==> src/rtl/mopshub_seq_pkg.sv <==
// Shared types and helpers for the MOPSHUB N-bus init sequencer.
// Holds the phase encoding, FSM state encoding and the default timeout.
package mopshub_seq_pkg;

    typedef enum logic [1:0] {
        PH_IDLE    = 2'd0,
        PH_POWER   = 2'd1,
        PH_TRIM    = 2'd2,
        PH_SIGN_ON = 2'd3
    } phase_t;

    typedef enum logic [2:0] {
        ST_IDLE      = 3'd0,
        ST_SCAN      = 3'd1,
        ST_ISSUE     = 3'd2,
        ST_WAIT      = 3'd3,
        ST_NEXT      = 3'd4,
        ST_PHASE_END = 3'd5,
        ST_DONE      = 3'd6
    } seq_state_t;

    localparam int TIMEOUT_DEF = 4096;

    // Error counter stops at 255 instead of wrapping.
    function automatic logic [7:0] sat_inc8(input logic [7:0] value);
        return (value == 8'hFF) ? value : value + 8'd1;
    endfunction

endpackage

==> src/rtl/mopshub_seq_timer.sv <==
// Loadable down-counter used as the per-bus phase_done watchdog.
// Load sets TIMEOUT_CYC-1; expired is high while the count sits at zero.
module mopshub_seq_timer #(
    parameter int TIMEOUT_CYC = 4096,
    parameter int TW          = (TIMEOUT_CYC > 1) ? $clog2(TIMEOUT_CYC) : 1
) (
    input  logic clk,
    input  logic rst,
    input  logic load,
    input  logic dec,
    output logic expired
);

    localparam logic [TW-1:0] LOAD_VAL = TW'(TIMEOUT_CYC - 1);

    logic [TW-1:0] cnt_r;

    // Watchdog count: load wins over decrement, decrement floors at zero.
    always_ff @(posedge clk or posedge rst) begin
        if (rst) begin
            cnt_r <= {TW{1'b0}};
        end else if (load) begin
            cnt_r <= LOAD_VAL;
        end else if (dec && (cnt_r != {TW{1'b0}})) begin
            cnt_r <= cnt_r - TW'(1);
        end else begin
            cnt_r <= cnt_r;
        end
    end

    assign expired = (cnt_r == {TW{1'b0}});

endmodule

==> src/rtl/mopshub_bus_init_sequencer.sv <==
// Walks every enabled CAN bus through POWER, optional TRIM and SIGN_ON,
// one start pulse per bus, recording buses that never report phase_done.
module mopshub_bus_init_sequencer
    import mopshub_seq_pkg::*;
#(
    parameter int N_BUS       = 32,
    parameter int CNT_W       = $clog2(N_BUS),
    parameter int TIMEOUT_CYC = TIMEOUT_DEF,
    parameter int SKIP_FAILED = 1
) (
    input  logic             clk,
    input  logic             rst,
    input  logic             start_init,
    input  logic             osc_auto_trim,
    input  logic [CNT_W-1:0] n_buses,
    input  logic [N_BUS-1:0] bus_mask,
    input  logic             phase_done,
    input  logic             endwait_all,
    output logic [CNT_W-1:0] bus_cnt,
    output logic [1:0]       phase,
    output logic             power_bus_en,
    output logic             start_power,
    output logic             start_trim,
    output logic             start_sign_on,
    output logic             busy,
    output logic             end_init,
    output logic [N_BUS-1:0] timeout_mask,
    output logic [7:0]       err_cnt
);

    localparam logic [CNT_W-1:0] MAX_IDX = CNT_W'(N_BUS - 1);

    seq_state_t       state_r,   state_s;
    phase_t           phase_r,   phase_s;
    logic [CNT_W-1:0] bus_cnt_r, bus_cnt_s;
    logic [CNT_W-1:0] n_eff_r,   n_eff_s;
    logic [N_BUS-1:0] tmask_r,   tmask_s;
    logic [7:0]       err_r,     err_s;
    logic             busy_r,    busy_s;
    logic             end_init_r, end_init_s;
    logic             start_power_r, start_trim_r, start_sign_on_r, power_bus_en_r;
    logic             tmr_load_s, tmr_dec_s, tmr_expired_s;
    logic             usable_s, last_s;

    mopshub_seq_timer #(
        .TIMEOUT_CYC (TIMEOUT_CYC)
    ) u_timer (
        .clk     (clk),
        .rst     (rst),
        .load    (tmr_load_s),
        .dec     (tmr_dec_s),
        .expired (tmr_expired_s)
    );

    // Bus qualification for the scan step and end-of-range detection.
    always_comb begin
        usable_s = bus_mask[bus_cnt_r] && !((SKIP_FAILED != 0) && tmask_r[bus_cnt_r]);
        last_s   = (bus_cnt_r == n_eff_r);
    end

    // Next-state logic for the sequencer FSM and its bookkeeping.
    always_comb begin
        state_s    = state_r;
        phase_s    = phase_r;
        bus_cnt_s  = bus_cnt_r;
        n_eff_s    = n_eff_r;
        tmask_s    = tmask_r;
        err_s      = err_r;
        busy_s     = busy_r;
        end_init_s = 1'b0;
        tmr_load_s = 1'b0;
        tmr_dec_s  = 1'b0;
        case (state_r)
            ST_IDLE: begin
                if (start_init) begin
                    state_s   = ST_SCAN;
                    phase_s   = PH_POWER;
                    bus_cnt_s = {CNT_W{1'b0}};
                    busy_s    = 1'b1;
                    tmask_s   = {N_BUS{1'b0}};
                    err_s     = 8'd0;
                    n_eff_s   = (n_buses > MAX_IDX) ? MAX_IDX : n_buses;
                end else begin
                    state_s = ST_IDLE;
                end
            end
            ST_SCAN: begin
                if (usable_s) begin
                    state_s = ST_ISSUE;
                end else if (last_s) begin
                    state_s = ST_PHASE_END;
                end else begin
                    bus_cnt_s = bus_cnt_r + CNT_W'(1);
                end
            end
            ST_ISSUE: begin
                tmr_load_s = 1'b1;
                state_s    = ST_WAIT;
            end
            ST_WAIT: begin
                // A late answer landing on the expiry cycle still counts as success.
                if (phase_done || endwait_all) begin
                    state_s = ST_NEXT;
                end else if (tmr_expired_s) begin
                    tmask_s[bus_cnt_r] = 1'b1;
                    err_s              = sat_inc8(err_r);
                    state_s            = ST_NEXT;
                end else begin
                    tmr_dec_s = 1'b1;
                end
            end
            ST_NEXT: begin
                if (last_s) begin
                    state_s = ST_PHASE_END;
                end else begin
                    bus_cnt_s = bus_cnt_r + CNT_W'(1);
                    state_s   = ST_SCAN;
                end
            end
            ST_PHASE_END: begin
                bus_cnt_s = {CNT_W{1'b0}};
                state_s   = ST_SCAN;
                case (phase_r)
                    PH_POWER: phase_s = osc_auto_trim ? PH_TRIM : PH_SIGN_ON;
                    PH_TRIM:  phase_s = PH_SIGN_ON;
                    default: begin
                        phase_s    = PH_IDLE;
                        busy_s     = 1'b0;
                        end_init_s = 1'b1;
                        state_s    = ST_DONE;
                    end
                endcase
            end
            ST_DONE: begin
                state_s = ST_IDLE;
            end
            default: begin
                state_s = ST_IDLE;
                phase_s = PH_IDLE;
                busy_s  = 1'b0;
            end
        endcase
    end

    // State and registered outputs; start pulses decode the upcoming ISSUE cycle.
    always_ff @(posedge clk or posedge rst) begin
        if (rst) begin
            state_r         <= ST_IDLE;
            phase_r         <= PH_IDLE;
            bus_cnt_r       <= {CNT_W{1'b0}};
            n_eff_r         <= {CNT_W{1'b0}};
            tmask_r         <= {N_BUS{1'b0}};
            err_r           <= 8'd0;
            busy_r          <= 1'b0;
            end_init_r      <= 1'b0;
            start_power_r   <= 1'b0;
            start_trim_r    <= 1'b0;
            start_sign_on_r <= 1'b0;
            power_bus_en_r  <= 1'b0;
        end else begin
            state_r         <= state_s;
            phase_r         <= phase_s;
            bus_cnt_r       <= bus_cnt_s;
            n_eff_r         <= n_eff_s;
            tmask_r         <= tmask_s;
            err_r           <= err_s;
            busy_r          <= busy_s;
            end_init_r      <= end_init_s;
            start_power_r   <= (state_s == ST_ISSUE) && (phase_s == PH_POWER);
            start_trim_r    <= (state_s == ST_ISSUE) && (phase_s == PH_TRIM);
            start_sign_on_r <= (state_s == ST_ISSUE) && (phase_s == PH_SIGN_ON);
            power_bus_en_r  <= (phase_s == PH_POWER);
        end
    end

    assign bus_cnt       = bus_cnt_r;
    assign phase         = phase_r;
    assign power_bus_en  = power_bus_en_r;
    assign start_power   = start_power_r;
    assign start_trim    = start_trim_r;
    assign start_sign_on = start_sign_on_r;
    assign busy          = busy_r;
    assign end_init      = end_init_r;
    assign timeout_mask  = tmask_r;
    assign err_cnt       = err_r;

endmodule

==> config.mk <==
export PLATFORM = sky130hd
export DESIGN_NAME = mopshub_bus_init_sequencer
export DESIGN_NICKNAME = d
export VERILOG_FILES = /design/src/rtl/mopshub_seq_pkg.sv /design/src/rtl/mopshub_seq_timer.sv /design/src/rtl/mopshub_bus_init_sequencer.sv
export SDC_FILE = /design/constraint.sdc
export NUM_CORES = 1
export LEC_CHECK = 0
export ABC_CLOCK_PERIOD_IN_PS = 5500
export CAP_MARGIN = 20
export CORE_ASPECT_RATIO = 1.1
export CORE_MARGIN = 5
export CORE_UTILIZATION = 55
export CTS_CLUSTER_SIZE = 24
export DETAILED_ROUTE_END_ITERATION = 10
export GPL_ROUTABILITY_DRIVEN = 0
export GPL_TIMING_DRIVEN = 0
export PLACE_DENSITY = 0.86
export REMOVE_ABC_BUFFERS = 1
export SYNTH_ARGS = -nofsm -noshare
export SYNTH_HDL_FRONTEND = slang
export SYNTH_SLANG_ARGS = --single-unit
==> constraint.sdc <==
create_clock -name clk -period 5.5 [get_ports clk]
set_clock_uncertainty 0.2 [all_clocks]
set_input_delay 0.825 -clock clk [delete_from_list [all_inputs] [get_ports clk]]
set_output_delay 0.825 -clock clk [all_outputs]
set_load 0.03 [all_outputs]
### Word-level counts from Yosys, hierarchy flattened

Index checks and enable logic that the tools add are counted.

* word-level logic and storage cells: 105
* flip-flop bits (word level): 73
* input bits: 43
* output and inout port bits: 53

* $lt $le $gt $ge: 3
* eq/ne operators: 20
* reduce and logical (&&, ||, !) cells: 21
* $add $sub $neg: 3
* bitwise gates (word level): 2
* mux-type cells: 43

Operators by type and width (count)
* 32-bit two-way mux: 3
* 32-bit one-hot mux with 2 select lines: 1
* 8-bit two-way mux: 4
* 32-bit OR: 1
* 12-bit two-way mux: 2
* 5-bit two-way mux: 4
* 5-bit one-hot mux with 4 select lines: 1
* 3-bit two-way mux: 6
* 3-bit one-hot mux with 6 select lines: 1
* 8-bit one-hot mux with 2 select lines: 1
* 1-bit two-way mux: 13
* 12-bit logical NOT: 1
* 2-bit != test, second input constant: 6
* 12-bit nonzero test: 1
* 12-bit by 1-bit subtractor with 12-bit output, second input constant: 1
* 1-bit binary-select mux with 5-bit select: 2
* 3-bit by 2-bit equality test with 1-bit output, second input constant: 3
* 3-bit equality test, second input constant: 3
* 8-bit by 1-bit adder with 8-bit output, second input constant: 1
* 8-bit equality test, second input constant: 1
* 2-bit equality test, second input constant: 3
* 1-bit logical AND: 6
* 5-bit by 6-bit less-than comparator with 1-bit output, second input constant: 1
* 2-bit one-hot mux with 3 select lines: 1
* 22 further kinds: 25

### Depth between registers and ports, before layout

Gate-level depths: netlist of run 1.

* depth after elaboration: 8
* depth in mapped cells: 10
* mapped depth without buffers: 7

### Cells and area by module

From an unflattened synthesis of run 1, not the netlist that was laid out.

* cells, all modules: 417
* area total of the unflattened synthesis: 4225.3 um^2

Modules (own cells, without submodules)
* mopshub_bus_init_sequencer: instances 1, cells an instance 354, sequential area each 1526.5 um^2, area each 3552.2 um^2
* mopshub_seq_timer: instances 1, cells an instance 63, sequential area each 300.3 um^2, area each 673.1 um^2

### Worst setup path before layout of run 1

No wires, ideal clock.

* path type: register -> register
* from: reg bus_cnt_r[0] (netlist: bus_cnt[0])
* to: reg bus_cnt_r[0] (netlist: bus_cnt[0])
* arrival: 2.260 ns
* stages on the path, launching flop included: 9
* data required time: 5.175 ns
* setup time: 0.125 ns
* buffers on the path: 2
* period minus slack after synthesis: 2.585 ns
* path slack: 2.915 ns
* cell sequence: dfrtp_1 buf_6 buf_6 or3b_1 o221ai_1 a22oi_1 a311oi_2 a21oi_2 mux2_4

* cells in the longest elaborated chain, start to end: 6
* elaborated cells between the ends (all ways): 13
* those cells by class: add/sub (1); eq/ne (2); mux (7); reduce/logical (3)

RTL lines
* start, declared: RTL line mopshub_bus_init_sequencer.sv:35 `logic [CNT_W-1:0] bus_cnt_r, bus_cnt_s;`
* start signal, assigned: RTL line mopshub_bus_init_sequencer.sv:150 `bus_cnt_r <= {CNT_W{1'b0}};`
* start signal, assigned: RTL line mopshub_bus_init_sequencer.sv:163 `bus_cnt_r <= bus_cnt_s;`
* 1-bit binary-select mux with 5-bit select: RTL line mopshub_bus_init_sequencer.sv:57 `usable_s = bus_mask[bus_cnt_r] && !((SKIP_FAILED != 0) && tmask_r[bus_cnt_r]);`
* 1-bit two-way mux (not written as such): RTL line mopshub_bus_init_sequencer.sv:57
* 1-bit logical NOT: RTL line mopshub_bus_init_sequencer.sv:57
* 1-bit logical AND: RTL line mopshub_bus_init_sequencer.sv:57
* 2-bit != test (no source line)
* 3-bit AND reduction (no source line)

Several ways; a longest one is shown, not always the timed one. The select of a mux whose other input is x is not followed.
A chain may end at the register's enable or synchronous reset.

### Worst setup path in the final report of run 1

* from: reg bus_cnt_r[0] (netlist: bus_cnt[0])
* to: out bus_cnt[0]

RTL lines
* end, declared: RTL line mopshub_bus_init_sequencer.sv:19 `output logic [CNT_W-1:0] bus_cnt,`

No word-level cell between the ends.

==> impl_metrics.sql, run 1 <==
INSERT INTO impl_metrics (metric_group, metric, value, unit) VALUES
('final_layout', 'fill_cells', '597', ''),
('clock_tree', 'cts_h_tree_depth', '3', ''),
('synth', 'sequential_share_of_the_synthesized_area', '0.426', ''),
('synth', 'synth_common_cells', 'sky130_fd_sc_hd__dfrtp_1, sky130_fd_sc_hd__nor2_1, sky130_fd_sc_hd__nand2_1, sky130_fd_sc_hd__o21a_1, sky130_fd_sc_hd__mux2i_1', ''),
('final_layout', 'nNetsFinal', '567', ''),
('floorplan', 'die_w', '94.2', 'um'),
('synth', 'synth_top_cells_by_area', 'sky130_fd_sc_hd__dfrtp_1, sky130_fd_sc_hd__mux2i_1, sky130_fd_sc_hd__o21a_1', ''),
('critical_path', 'timing.reg2reg.worst_path_depth', '6', ''),
('clock_tree', 'cts_sinks', '73', ''),
('placed_design', 'place_worst_setup_slack', '2.33', 'ns'),
('critical_path', 'cp_num_cells', '1', ''),
('sta', 'fmax', '0.314', 'GHz'),
('sta', 'setup-tns-final', '0', 'ns'),
('critical_path', 'timing.critical_path.fanout_max', '27', ''),
('synth', 'synth_enable_flop_cells', '0', ''),
('clock_tree', 'cts_resized', '0', ''),
('synth', 'synthMostInstantiatedCell', 'sky130_fd_sc_hd__dfrtp_1', ''),
('clock_tree', 'holdBufCountCts', '0', ''),
('clock_tree', 'tritoncts.num_buffers', '9', ''),
('clock_tree', 'postCtsSetupRepairBufs', '0', ''),
('clock_tree', 'worst_setup_hold_path_clk_slew', '0.07', 'ns'),
('grt', 'first_global_vias', '3667', ''),
('clock_tree', 'clock_path_buffers', '2', ''),
('power_and_ir_drop', 'p_leak', '2.15', 'nW'),
('hold_path', 'hold-path-cell-count', '2', ''),
('drt', 'drt_first_pass_iters', '5', ''),
('drt', 'route.final.wire_length', '10400', 'um'),
('floorplan', 'initial_utilization', '0.570', ''),
('synth', 'postSynth.asyncResetShare', '1.00', ''),
('clock_tree', 'tritoncts', 'done', ''),
('grt', 'grt.overflow.total', '0', ''),
('drt', 'route.detailed.vias_per_inst', '5.68', ''),
('final_layout', 'area_growth', '25.7', '%'),
('synth', 'yosys.cell_types.count', '58', ''),
('critical_path', 'critPathMaxStageDelay', '0.98', 'ns'),
('clock_tree', 'worstSkewPairLatency', '0.34', 'ns'),
('sta', 'number_of_setup_violations_in_the_final_report', '0', ''),
('drt', 'via_count', '3548', ''),
('synth', 'synthesis.yosys.warnings', '0', ''),
('power_and_ir_drop', 'power.density', '361', 'mW/mm^2'),
('grt', 'pin_count_of_the_biggest_net_entering_global_routing', '74', ''),
('critical_path', 'critical_path_buf_inv_count', '1', ''),
('floorplan', 'fp.dieArea', '0.00966', 'mm^2'),
('floorplan', 'floorplan.io_pins', '96', ''),
('grt', 'antenna_found_initial', '0', ''),
('grt', 'wire_length_of_the_first_global_routing_pass', '17300', 'um'),
('floorplan', 'placementRows', '33', ''),
('final_layout', 'drive_above_1_share', '0.0731', ''),
('sta', 'finalWorstSetupSlack', '2.32', 'ns'),
('critical_path', 'cp.required', '4.47', 'ns'),
('status', 'status', 'finished clean', ''),
('final_layout', 'sequential_cell_area', '0.00183', 'mm^2'),
('drt', 'wire_per_inst', '16.6', 'um'),
('sta', 'finalMaxSlewViolations', '0', ''),
('placed_design', 'numPortBuffers', '95', ''),
('power_and_ir_drop', 'vdd.ir_drop.worst', '0.260', 'mV'),
('synth', 'netlist.top_cell.by_area', 'sky130_fd_sc_hd__dfrtp_1', ''),
('synth', 'post_synth.cell_area_avg', '9.85', 'um^2'),
('critical_path', 'critPathLaunchType', 'flip-flop', ''),
('critical_path', 'worst_setup_path_end_kind', 'output pin', ''),
('sta', 'portion_of_the_clock_cycle_consumed_by_the_worst_path_in_the_final_layout', '0.579', ''),
('grt', 'grt_util_all_layers', '0.224', ''),
('hold_path', 'min-delay-path-class', 'reg2reg', ''),
('sta', 'grt_setup_unrepaired', 'false', ''),
('synth', 'mappedNetlistArea', '0.00429', 'mm^2'),
('critical_path', 'r2r_slack', '2.50', 'ns'),
('sta', 'timing.final.hold_violations', '0', ''),
('floorplan', 'die_height', '103', 'um'),
('critical_path', 'criticalPathCategory', 'reg2out', ''),
('power_and_ir_drop', 'total_power', '0.00195', 'W'),
('synth', 'top_area_cell_type_share_of_the_netlist_area', '0.426', '');
## routing by layer
layer / track usage / vias to the layer above / routed length [um] / part of all wire
met2: 0.382 / 113 / 5080 / 0.49
met3: 0.0431 / 17 / 565 / 0.054
met1: 0.287 / 1716 / 4560 / 0.44
met5: 0 / - / 0 / 0
met4: 0.0767 / 0 / 171 / 0.016
li1: - / 1702 / - / -
## layout by cell type, fill, tap and decap left out, types with 7 or more instances in the layout
cell type                          n
sky130_fd_sc_hd__clkbuf_8         10
sky130_fd_sc_hd__clkdlybuf4s50_1  95
sky130_fd_sc_hd__dfrtp_1          72
sky130_fd_sc_hd__ha_1              9
sky130_fd_sc_hd__inv_1            11
sky130_fd_sc_hd__mux2i_1          28
sky130_fd_sc_hd__nand2_1          48
sky130_fd_sc_hd__nand3_1          13
sky130_fd_sc_hd__nand4_1           7
sky130_fd_sc_hd__nor2_1           49
sky130_fd_sc_hd__nor3_1           14
sky130_fd_sc_hd__o21a_1           32
sky130_fd_sc_hd__o21ai_0          13
sky130_fd_sc_hd__o221ai_1          7
sky130_fd_sc_hd__xor2_1           16
## final cells by class
type | count | share of cell area
Clock inverter | 5 | 0.0102
Timing Repair Buffer | 97 | 0.183
Sequential cell | 73 | 0.339
Tap cell | 105 | 0.0244
Multi-Input combinational cell | 322 | 0.408
Inverter | 12 | 0.00883
Clock buffer | 11 | 0.0263
## cell families after synthesis
group | after synthesis | synth area share
buffers and inverters | 40 | 0.0607
AND/OR/NAND/NOR | 178 | 0.214
flip-flops | 73 | 0.426
XOR/XNOR | 20 | 0.0409
adder cells (fa/ha/maj) | 9 | 0.0263
multiplexers | 33 | 0.0899
AO/OA/AOI/OAI | 82 | 0.142
## path summary, 6_finish.rpt
kind	from	end
max reg2reg	bus_cnt[0]$_DFFE_PP0P_	bus_cnt[0]$_DFFE_PP0P_
max in group asynchronous	rst	bus_cnt[1]$_DFFE_PP0P_
max	bus_cnt[0]$_DFFE_PP0P_	bus_cnt[0]
min reg2reg	n_eff_r[1]$_DFFE_PP0P_	n_eff_r[1]$_DFFE_PP0P_
min	n_eff_r[1]$_DFFE_PP0P_	n_eff_r[1]$_DFFE_PP0P_
min in group asynchronous	rst	timeout_mask[19]$_DFFE_PP0P_
## stage by stage
step | hold slack (ns) | cells | area [um^2] | util
finish | 0.294 | 625 | 5390 | 0.717
global route | 0.319 | 625 | 5390 | 0.717
CTS | 0.299 | 625 | 5390 | 0.717
detailed placement | 0.282 | 609 | 5190 | 0.690
global placement | 0.280 | 607 | 5150 | 0.686
floorplan | 0.265 | 407 | 4070 | -
## flip-flops by register name, indices dropped and copies added, names as in the netlist
signal         cells
bus_cnt            5
busy               1
end_init           1
err_cnt            8
n_eff_r            5
phase              2
power_bus_en       1
start_power        1
start_sign_on      1
start_trim         1
state_r            3
timeout_mask      32
u_timer.cnt_r     12
## power breakdown
part           switching, W  internal (W)  total (W)
clock              0.000197      0.000221   0.000417
sequential         0.000153      0.000607   0.000760
combinational      0.000423      0.000344   0.000767
total              0.000774       0.00117    0.00195
No activity file was read; power rests on OpenSTA's default activity.
==> run 2: changes to the inputs <==
ABC_CLOCK_PERIOD_IN_PS = 3100   (was 5500)
CORE_UTILIZATION = 51   (was 55)
PLACE_DENSITY = 0.81   (was 0.86)
clock period = 3.1 ns   (was 5.5 ns; I/O delays follow)
==> run 2 against run 1 <==
Net effect:
- utilization is 6.7 points lower
- non-clock buffer count is the same
- clock power increased by 58%
- routed wire length rose by 1.0%
- die area is 7.0% higher
- sequential power grew 79%
- largest power group unchanged
==> impl_metrics.sql, run 2 (synthesis results as in run 1) <==
INSERT INTO impl_metrics (metric_group, metric, value, unit) VALUES
('hold_path', 'min-delay-path-class', 'reg2reg', ''),
('sta', 'setup-tns-final', '0', 'ns'),
('floorplan', 'placementRows', '35', ''),
('sta', 'number_of_setup_violations_in_the_final_report', '0', ''),
('grt', 'antenna_found_initial', '0', ''),
('sta', 'finalMaxSlewViolations', '0', ''),
('final_layout', 'area_growth', '25.5', '%'),
('sta', 'grt_setup_unrepaired', 'false', ''),
('placed_design', 'numPortBuffers', '95', ''),
('sta', 'finalCriticalPeriod', '2.82', 'ns'),
('final_layout', 'post-route-util', '0.650', ''),
('sta', 'portion_of_the_clock_cycle_consumed_by_the_worst_path_in_the_final_layout', '0.910', ''),
('drt', 'route.detailed.vias_per_inst', '5.70', ''),
('final_layout', 'layout_commonest_cell', 'sky130_fd_sc_hd__clkdlybuf4s50_1', ''),
('critical_path', 'r2r_slack', '0.28', 'ns'),
('final_layout', 'drive_above_1_share', '0.0769', ''),
('grt', 'grt.overflow.total', '0', ''),
('drt', 'route.final.wire_length', '10500', 'um'),
('final_layout', 'antennaDiodeCount', '0', ''),
('clock_tree', 'cts_h_tree_depth', '3', ''),
('hold_path', 'hp-start', 'n_eff_r[0]$_DFFE_PP0P_', ''),
('final_layout', 'flip_flop_count_of_the_largest_register_all_copies_and_words_added', '32', ''),
('power_and_ir_drop', 'p_leak', '2.15', 'nW'),
('sta', 'fmax', '0.354', 'GHz'),
('grt', 'grt_util_all_layers', '0.212', ''),
('clock_tree', 'cts_sinks', '73', ''),
('floorplan', 'initial_utilization', '0.518', ''),
('clock_tree', 'cts_root_buf', 'sky130_fd_sc_hd__clkbuf_8', ''),
('final_layout', 'instances_no_fill', '631', ''),
('clock_tree', 'tritoncts.num_buffers', '9', ''),
('hold_path', 'hold_path_end', 'n_eff_r[0]$_DFFE_PP0P_', ''),
('power_and_ir_drop', 'vdd.ir_drop.worst', '0.648', 'mV'),
('final_layout', 'final_cell_mix', 'sky130_fd_sc_hd__clkdlybuf4s50_1, sky130_fd_sc_hd__dfrtp_1, sky130_fd_sc_hd__nor2_1', ''),
('critical_path', 'critical_path_buf_inv_count', '0', ''),
('grt', 'pin_count_of_the_biggest_net_entering_global_routing', '74', ''),
('critical_path', 'regToRegEndpoint', 'bus_cnt[0]$_DFFE_PP0P_', ''),
('critical_path', 'criticalPathCategory', 'reg2reg', ''),
('critical_path', 'reg2reg_from', 'bus_cnt[3]$_DFFE_PP0P_', ''),
('placed_design', 'dp_hpwl', '7430', 'um'),
('flow_run', 'maximum_capacitance_violations', '0', ''),
('clock_tree', 'worstSkewPairLatency', '0.33', 'ns'),
('sta', 'tightestPinTransition', '0.881', 'ns'),
('floorplan', 'floorplan.io_pins', '96', ''),
('power_and_ir_drop', 'power.density', '632', 'mW/mm^2'),
('status', 'status', 'finished clean', ''),
('floorplan', 'fp.dieArea', '0.0103', 'mm^2'),
('drt', 'detailedRoute.firstIterationViolations', '196', ''),
('critical_path', 'critPathLaunch', 'bus_cnt[3]$_DFFE_PP0P_', ''),
('critical_path', 'cp.required', '3.12', 'ns'),
('floorplan', 'die_height', '106', 'um'),
('critical_path', 'worst_setup_path_end_kind', 'flip-flop', ''),
('clock_tree', 'clock_path_buffers', '2', ''),
('critical_path', 'path_cells', 'or3b_1, o22ai_1, o21ai_0, and4_1, a21oi_2, mux2_4', ''),
('critical_path', 'timing.critical_path.max_delay_family', 'simple AND/OR/NAND/NOR gates', ''),
('critical_path', 'timing.reg2reg.worst_path_depth', '6', ''),
('floorplan', 'die_w', '97.4', 'um'),
('grt', 'first_global_vias', '3647', ''),
('sta', 'timing.final.hold_violations', '0', ''),
('placed_design', 'place_area', '0.00520', 'mm^2'),
('sta', 'slew-limit-headroom', '0.413', ''),
('critical_path', 'worst_path_cell_with_the_longest_stage_delay', 'sky130_fd_sc_hd__dfrtp_1', ''),
('drt', 'ant_nets', '0', ''),
('grt', 'wire_length_of_the_first_global_routing_pass', '18100', 'um'),
('drt', 'via_count', '3596', ''),
('final_layout', 'layout.cell_area.non_filler', '0.00538', 'mm^2'),
('critical_path', 'timing.critical_path.fanout_max', '21', ''),
('placed_design', 'placedCellCount', '615', ''),
('critical_path', 'critPathLaunchType', 'flip-flop', ''),
('floorplan', 'core_region_area', '0.00828', 'mm^2'),
('drt', 'drt_first_pass_iters', '5', ''),
('clock_tree', 'worst_setup_hold_path_clk_slew', '0.07', 'ns'),
('drt', 'wire_per_inst', '16.6', 'um'),
('critical_path', 'critPathMaxStageDelay', '0.80', 'ns'),
('hold_path', 'hold-path-cell-count', '2', ''),
('clock_tree', 'tritoncts', 'done', ''),
('critical_path', 'worst-endpoint-arrival', '2.84', 'ns'),
('drt', 'drcViolationCount', '0', ''),
('final_layout', 'nNetsFinal', '567', '');
==> run 2: cell count changes in the layout (fill, tap and decap cells not counted), sizes merged <==
cell      previous run  this run
clkbuf              11        13
clkinvlp             2         0
bufinv               1         0
clkinv               2         3
==> run 2: power breakdown <==
part,switching (W),total [W],internal (W)
sequential,0.000278,0.00136,0.00108
clock,0.000329,0.000660,0.000331
combinational,0.000771,0.00138,0.000609
total,0.00138,0.00340,0.00202
==> run 2: how the worst max path moves through the flow <==
stage          depth (start not counted)                 endpoint
6_report                               6   bus_cnt[0]$_DFFE_PP0P_
5_1_grt                                6  start_sign_on$_DFF_PP0_
4_1_cts                                6  start_sign_on$_DFF_PP0_
3_5_place_dp                           6  start_sign_on$_DFF_PP0_
3_3_place_gp                           2    start_power$_DFF_PP0_
2_1_floorplan                          6   bus_cnt[0]$_DFFE_PP0P_
==> run 2: routing by layer <==
layer | vias to the layer above | share of wire | global-route usage
li1 | 1705 | - | -
met1 | 1771 | 0.42 | 0.270
met2 | 108 | 0.51 | 0.357
met3 | 12 | 0.050 | 0.0459
met4 | 0 | 0.013 | 0.0732
met5 | - | 0 | 0
==> run 2: area by class of cell <==
cell class,instances,area (um^2)
Fill cell,692,2900
Multi-Input combinational cell,322,2200
Inverter,12,47.5
Timing Repair Buffer,97,983
Clock buffer,13,159
Clock inverter,3,15.0
Sequential cell,73,1830
Tap cell,111,139
==> run 2: per-stage QoR <==
stage               hold WS, ns  setup WS (ns)  power [W]
finish                    0.306          0.278    0.00340
global route              0.333          0.103    0.00365
global placement          0.280         -0.597    0.00265
detailed placement        0.288         0.0964    0.00274
CTS                       0.306         0.0701    0.00341
floorplan                 0.265         0.0345    0.00223
==> run 2: worst min-delay path: stages (launching register included) <==
cell	delay, ns
sky130_fd_sc_hd__dfrtp_1	0.36
sky130_fd_sc_hd__nand2_1	0.06
sky130_fd_sc_hd__nand2_1	0.06
==> run 2: repair_timing <==
action | 4_1_cts | 5_1_grt
hold buffers | 0 | 0
endpoints found under the setup margin | 0 | 8
setup buffers | 0 | 0
resized for setup | 0 | 4
